**src/rtl/mem_access_unit.sv**
```systemverilog
// MEM-stage load/store unit: one access at a time on a req/ack bus, with sign/zero-extended load return.
// Stalls the pipeline from the access's IDLE cycle through its last REQ cycle; results pulse in DONE.
module mem_access_unit #(
    parameter int unsigned TIMEOUT_CYCLES = 255
) (
    input  logic        clk,
    input  logic        reset,
    input  logic [2:0]  MemOp_in,
    input  logic        MemRead_in,
    input  logic        MemWrite_in,
    input  logic [31:0] Addr_in,
    input  logic [31:0] WriteData_in,
    output logic        stall_out,
    output logic [31:0] LoadData_out,
    output logic        LoadValid_out,
    output logic        exc_valid_out,
    output logic [1:0]  exc_code_out,
    output logic        bus_req,
    output logic        bus_we,
    output logic [31:0] bus_addr,
    output logic [3:0]  bus_be,
    output logic [31:0] bus_wdata,
    input  logic [31:0] bus_rdata,
    input  logic        bus_ack
);

    typedef enum logic [1:0] {
        IDLE = 2'd0,
        REQ  = 2'd1,
        DONE = 2'd2
    } state_t;

    localparam logic [1:0] EXC_MISALIGN = 2'b01;
    localparam logic [1:0] EXC_ILLEGAL  = 2'b10;
    localparam logic [1:0] EXC_TIMEOUT  = 2'b11;
    localparam logic [7:0] TIMEOUT_LIM  = 8'(TIMEOUT_CYCLES);

    state_t      state;
    state_t      state_nxt;
    logic [7:0]  cnt;
    logic [7:0]  cnt_inc;
    logic [1:0]  offset;
    logic [2:0]  op;

    logic        access;
    logic        illegal;
    logic        misaligned;
    logic [3:0]  be_nxt;
    logic [31:0] wdata_nxt;
    logic [31:0] rd_shift;
    logic [31:0] load_ext;

    logic        start_bus;
    logic        exc_set;
    logic [1:0]  exc_code_nxt;
    logic        ack_ok;

    assign access  = MemRead_in | MemWrite_in;
    assign cnt_inc = cnt + 8'd1;

    assign illegal = (MemRead_in & MemWrite_in)
                   | (MemRead_in  & ((MemOp_in == 3'b011) | (MemOp_in[2:1] == 2'b11)))
                   | (MemWrite_in & (MemOp_in[2] | (MemOp_in[1:0] == 2'b11)));

    assign misaligned = ((MemOp_in[1:0] == 2'b01) & Addr_in[0])
                      | ((MemOp_in[1:0] == 2'b10) & (Addr_in[1:0] != 2'b00));

    always_comb begin
        be_nxt    = 4'b1111;
        wdata_nxt = WriteData_in;
        case (MemOp_in[1:0])
            2'b00: begin
                be_nxt    = 4'b0001 << Addr_in[1:0];
                wdata_nxt = {4{WriteData_in[7:0]}};
            end
            2'b01: begin
                be_nxt    = Addr_in[1] ? 4'b1100 : 4'b0011;
                wdata_nxt = {2{WriteData_in[15:0]}};
            end
            default: begin
                be_nxt    = 4'b1111;
                wdata_nxt = WriteData_in;
            end
        endcase
    end

    // Move the addressed byte/halfword down to bit 0 before extension.
    assign rd_shift = bus_rdata >> {offset, 3'b000};

    always_comb begin
        load_ext = rd_shift;
        case (op)
            3'b000:  load_ext = {{24{rd_shift[7]}}, rd_shift[7:0]};
            3'b001:  load_ext = {{16{rd_shift[15]}}, rd_shift[15:0]};
            3'b100:  load_ext = {24'd0, rd_shift[7:0]};
            3'b101:  load_ext = {16'd0, rd_shift[15:0]};
            default: load_ext = rd_shift;
        endcase
    end

    always_ff @(posedge clk or posedge reset) begin
        if (reset) begin
            state <= IDLE;
        end else begin
            state <= state_nxt;
        end
    end

    always_comb begin
        state_nxt    = state;
        stall_out    = 1'b0;
        bus_req      = 1'b0;
        start_bus    = 1'b0;
        exc_set      = 1'b0;
        exc_code_nxt = 2'b00;
        ack_ok       = 1'b0;
        case (state)
            IDLE: begin
                if (access && !reset) begin
                    stall_out = 1'b1;
                    state_nxt = DONE;
                    if (illegal) begin
                        exc_set      = 1'b1;
                        exc_code_nxt = EXC_ILLEGAL;
                    end else if (misaligned) begin
                        exc_set      = 1'b1;
                        exc_code_nxt = EXC_MISALIGN;
                    end else begin
                        start_bus = 1'b1;
                        state_nxt = REQ;
                    end
                end
            end
            REQ: begin
                stall_out = 1'b1;
                bus_req   = 1'b1;
                // An ack in the final allowed cycle still completes the access.
                if (bus_ack) begin
                    ack_ok    = 1'b1;
                    state_nxt = DONE;
                end else if (cnt_inc == TIMEOUT_LIM) begin
                    exc_set      = 1'b1;
                    exc_code_nxt = EXC_TIMEOUT;
                    state_nxt    = DONE;
                end
            end
            DONE: begin
                state_nxt = IDLE;
            end
            default: begin
                state_nxt = IDLE;
            end
        endcase
    end

    always_ff @(posedge clk or posedge reset) begin
        if (reset) begin
            cnt           <= 8'd0;
            offset        <= 2'd0;
            op            <= 3'd0;
            bus_we        <= 1'b0;
            bus_addr      <= 32'd0;
            bus_be        <= 4'd0;
            bus_wdata     <= 32'd0;
            LoadData_out  <= 32'd0;
            LoadValid_out <= 1'b0;
            exc_valid_out <= 1'b0;
            exc_code_out  <= 2'b00;
        end else begin
            LoadValid_out <= 1'b0;
            exc_valid_out <= 1'b0;
            exc_code_out  <= 2'b00;
            LoadData_out  <= 32'd0;

            if (start_bus) begin
                bus_addr  <= {Addr_in[31:2], 2'b00};
                bus_we    <= MemWrite_in;
                bus_be    <= be_nxt;
                bus_wdata <= MemWrite_in ? wdata_nxt : 32'd0;
                offset    <= Addr_in[1:0];
                op        <= MemOp_in;
            end

            if ((state == REQ) && (state_nxt == REQ)) begin
                cnt <= cnt_inc;
            end else begin
                cnt <= 8'd0;
            end

            if (exc_set) begin
                exc_valid_out <= 1'b1;
                exc_code_out  <= exc_code_nxt;
            end

            if (ack_ok && !bus_we) begin
                LoadValid_out <= 1'b1;
                LoadData_out  <= load_ext;
            end
        end
    end

endmodule
```
**config.mk**
```make
export PLATFORM = sky130hd
export DESIGN_NAME = mem_access_unit
export DESIGN_NICKNAME = d
export VERILOG_FILES = /design/src/rtl/mem_access_unit.sv
export SDC_FILE = /design/constraint.sdc
export NUM_CORES = 1
export LEC_CHECK = 0
export ABC_AREA = 1
export BUFFER_PORTS_ARGS = -buffer_cell sky130_fd_sc_hd__buf_2
export CORE_ASPECT_RATIO = 0.6
export CORE_UTILIZATION = 53
export CTS_BUF_LIST = sky130_fd_sc_hd__clkbuf_4 sky130_fd_sc_hd__clkbuf_8 sky130_fd_sc_hd__clkbuf_16
export DETAILED_ROUTE_END_ITERATION = 6
export PLACE_DENSITY = 0.85
export SKIP_CTS_REPAIR_TIMING = 1
export SLEW_MARGIN = 40
export SYNTH_ARGS = -nofsm -noshare
export SYNTH_HDL_FRONTEND = slang
export SYNTH_SLANG_ARGS = --single-unit
```
**constraint.sdc**
```tcl
create_clock -name clk -period 17.31 [get_ports clk]
set_input_delay 4.3275 -clock clk [delete_from_list [all_inputs] [get_ports clk]]
set_output_delay 4.3275 -clock clk [all_outputs]
set_load 0.02 [all_outputs]
```
# Yosys cells after proc, flatten, opt, wreduce, memory -nomap -nowiden
# Index checks and enable logic that the tools add are counted.
# totals
reg_bits	118
inputBits	104
elab_cells	83
# classes
n_addsub	1
eq_ne	11
shift	2
mux	37
bitwise	11
reduce_logical	9
# ops
op	count
$pmux 32 s4	1
$mux 32	2
$pmux 32 s2	1
$shr 32x5->32	1
$mux 2	10
$mux 1	16
$add 8x1->8 const B	1
$eq 8x8->1 const B	1
$mux 8	1
$pmux 2 s2	2
$pmux 4 s2	1
$eq 2x1->1 const B	3
$eq 2x2->1 const B	3
$eq 3x3->1 const B	2
$or 1x1->1	6
$and 1x1->1	5
$logic_not 2->1	2
$mux 4	1
$pmux 1 s2	2
$shl 1x2->4 const A	1
$eq 3x1->1 const B	1
$eq 3x2->1 const B	1
$logic_and 1x1->1	3
$logic_not 3->1	1
other kinds (2)	3

# Logic depth before layout (Yosys ltp)
# logic_depth
depth_word	11
depth_mapped	11
ltp_nobuf	10

# Worst setup path before layout
# OpenSTA, ideal clock, no wires.
# synth_path
path_type	input-to-output
from	in reset
to	out stall_out
arrival_time_ns	7.391
slack_ns	5.592
path_stages	3
cell_sequence	inv_1 > nand3_2 > nand2_1
# synth_between
elab_chain_cells	4
# synth_lines
element	line_no	rtl
from (decl)	7	input logic reset,
$logic_not 1->1 (no line)	n/a	
$logic_and 1x1->1	119	if (access && !reset) begin
$mux 1	119	
$pmux 1 s2	117	case (state)
to (decl)	13	output logic stall_out,
# No other way between the ends.

# Final worst setup path
# Same ends and word-level chain as after synthesis.

==> metrics.txt <==
status=completed; Clock Sinks=118; pwr/cell area=152 nW/um2; Mapped Avg Cell Area=7.98 um2; slowest stage delay, CP=0.47 ns; die height=82.0 um; CP Data Arrival Time=5.46 ns; H-tree depth=4; initial antenna violation count=0; Max transition margin=45.7%; RSZ-0062 raised after global routing=false; vias=5387; hold path depth=2; ys flop type=dfrtp_1; synth top area cells=dfrtp_1 52%, nand2_1 20%, o21ai_0 5.0%; Worst R2R Path Depth=7; post-route ant nets=0; Worst Skew=0.00525 ns; Setup crit start=reset; Worst Hold Launch=bus_addr[11]; first-pass GRT wire length=24200 um; Hold Path Class=flip-flop to flip-flop; CTS buffer count=17; Clk Latency, worst-skew pair=0.41 ns; area grow syn2layout=29.4%; final WL=15400 um; CP Max Fanout=54; site row count=28; # nets final=1005; asr flop ratio synth=100%; element type at the critical path end=output port; Worst path slowest cell=inv_4; CP startpoint kind=primary input; number of vias per cell=5.15; antenna cells=0; Final TNS setup=0 ns; Root Driver=clkbuf_16; Total Routing Usage GR=28.9%; LEAKAGE=4.18 nW; Fillers=775; Cell variety after synth=36; final core utilization=72.4%; pin count of the biggest net entering global routing=101; DR pass1 iterations=5; final HPWL from detailed placement=10600 um; total die area=11100 um2; critical path type=primary input to output port; Iteration-0 DRC Markers=579; core region area=10100 um2; total congestion overflow=0; port bufs=208; Gate Count Post-Synth=708; IO Count=211; Cell Area, Synth=5650 um2; fin. max-slew vios=0; reg2reg start=offset[0]; sequential area share after synthesis=52.3%; Die X=135 um; Final period util=56.5%; cell mode on critical path=buf_2; share of layout cells above drive strength 1=29.9%; routability cong.=0.936; Final min period=9.79 ns; Starting Density=56.0%; CTS tree=yes; largest area contributor in the netlist=dfrtp_1; WP data required=12.98 ns; DRC Markers=0; placed instance count=1015; top cell type's share of synthesized area=52.3%; flops & latches, synth=118; Post-Layout Cell Count=1046; final setup vio count=0; Max IR drop VDD=0.0941 mV; routed len/inst=14.7 um; worst-case clock buffer depth=2; Max Freq=102 MHz; Yosys Warn Count=0; Least-Margin Pin Slew=0.815 ns; vias in the first global route=4844; Clk pin slew, worst setup/hold paths=0.05 ns; Hold Fails Final Rpt=0; crit-path cells=buf_2, inv_4, nand3_2, nand2_1, buf_2; Post-synth EDFFs=0; max-cap violations=0
## worst max-delay path, delay by kind of cell
kind                   cells  cell delay (ns)
buffers and inverters      3             0.74
and+or+nand+nor            2             0.35
## cell families after synthesis
family                     synth area share (%)
and+or+nand+nor                            30.2
other                                    0.0664
adders and majority gates                 0.443
buffers and inverters                      7.18
AOI/OAI and AO/OA                          9.86
DFF                                        52.3
## worst paths after layout
path	to	slack (ns)
hold / removal	bus_addr[11]	0.47
setup / recovery	stall_out	7.52
max in group asynchronous	LoadData_out[18]	12.26
hold reg to reg	bus_addr[11]	0.47
setup reg to reg	LoadData_out[19]	14.77
min in group asynchronous	bus_addr[21]	4.01
## flip-flops by register name, indices dropped and copies added, names as in the netlist, 2 cells and up
name	flops
LoadData_out	32
bus_wdata	32
bus_addr	30
cnt	8
bus_be	4
op	3
exc_code_out	2
offset	2
state	2
## metrics by stage
| stage | area (um2) | power (mW) | setup WS [ns] | hold slack [ns] |
|---|---|---|---|---|
| after floorplan | 5650 | 0.607 | 5.59 | 0.467 |
| after global placement | 6640 | 0.707 | 7.54 | 0.457 |
| after detailed placement | 6650 | 0.714 | 7.52 | 0.460 |
| after CTS | 7300 | 1.11 | 7.51 | 0.476 |
| after global routing | 7310 | 1.16 | 7.40 | 0.485 |
| final | 7310 | 1.11 | 7.52 | 0.474 |
## cell usage after synthesis, types with 3 or more instances
| cell type | n |
|---|---|
| a21oi_1 | 24 |
| a31oi_1 | 7 |
| buf_2 | 14 |
| buf_4 | 7 |
| buf_6 | 3 |
| clkbuf_1 | 9 |
| dfrtp_1 | 118 |
| inv_1 | 37 |
| inv_2 | 5 |
| nand2_1 | 298 |
| nand2_2 | 3 |
| nand3_1 | 27 |
| nor2_1 | 52 |
| nor2_4 | 11 |
| o21ai_0 | 56 |
| o221ai_1 | 6 |
| or2_1 | 3 |
## metal layers
layer / vias to the layer above / track usage, % / part of all wire (%)
met5: - / 0 / 0
met4: 0 / 9.33 / 1.1
met3: 21 / 7.22 / 8.9
met2: 266 / 43.0 / 44
met1: 2500 / 41.5 / 46
li1: 2600 / - / -
## area by class of cell
type	instances	area (um2)	area share, %
Clock buffer	22	482	6.59
Clock inverter	9	173	2.36
Inverter	45	176	2.41
Multi-Input combinational cell	508	2300	31.5
Sequential cell	118	2950	40.4
Tap cell	135	169	2.31
Timing Repair Buffer	209	1050	14.4
## power breakdown
part	switching (mW)	internal (mW)
clock network	0.123	0.269
logic	0.225	0.103
registers	0.0494	0.339
## layout by cell type (no fill, tap or decap), types with 2 or more instances in the layout
cell / count
ha_1: 2
clkbuf_4: 2
inv_2: 6
o21bai_1: 2
inv_1: 35
inv_4: 3
a211oi_1: 2
dfrtp_1: 118
clkinv_2: 3
bufinv_16: 5
nor2_2: 2
a31oi_1: 7
nand3_2: 2
buf_2: 208
conb_1: 2
a21oi_1: 24
or2_1: 3
o21ai_0: 56
nand3_1: 27
nand2_2: 3
nand4_1: 2
clkbuf_16: 17
nor2_4: 11
nor2_1: 52
clkbuf_8: 3
o221ai_1: 6
nand2_1: 298
Note: power is estimated with default switching activity, not from simulation.
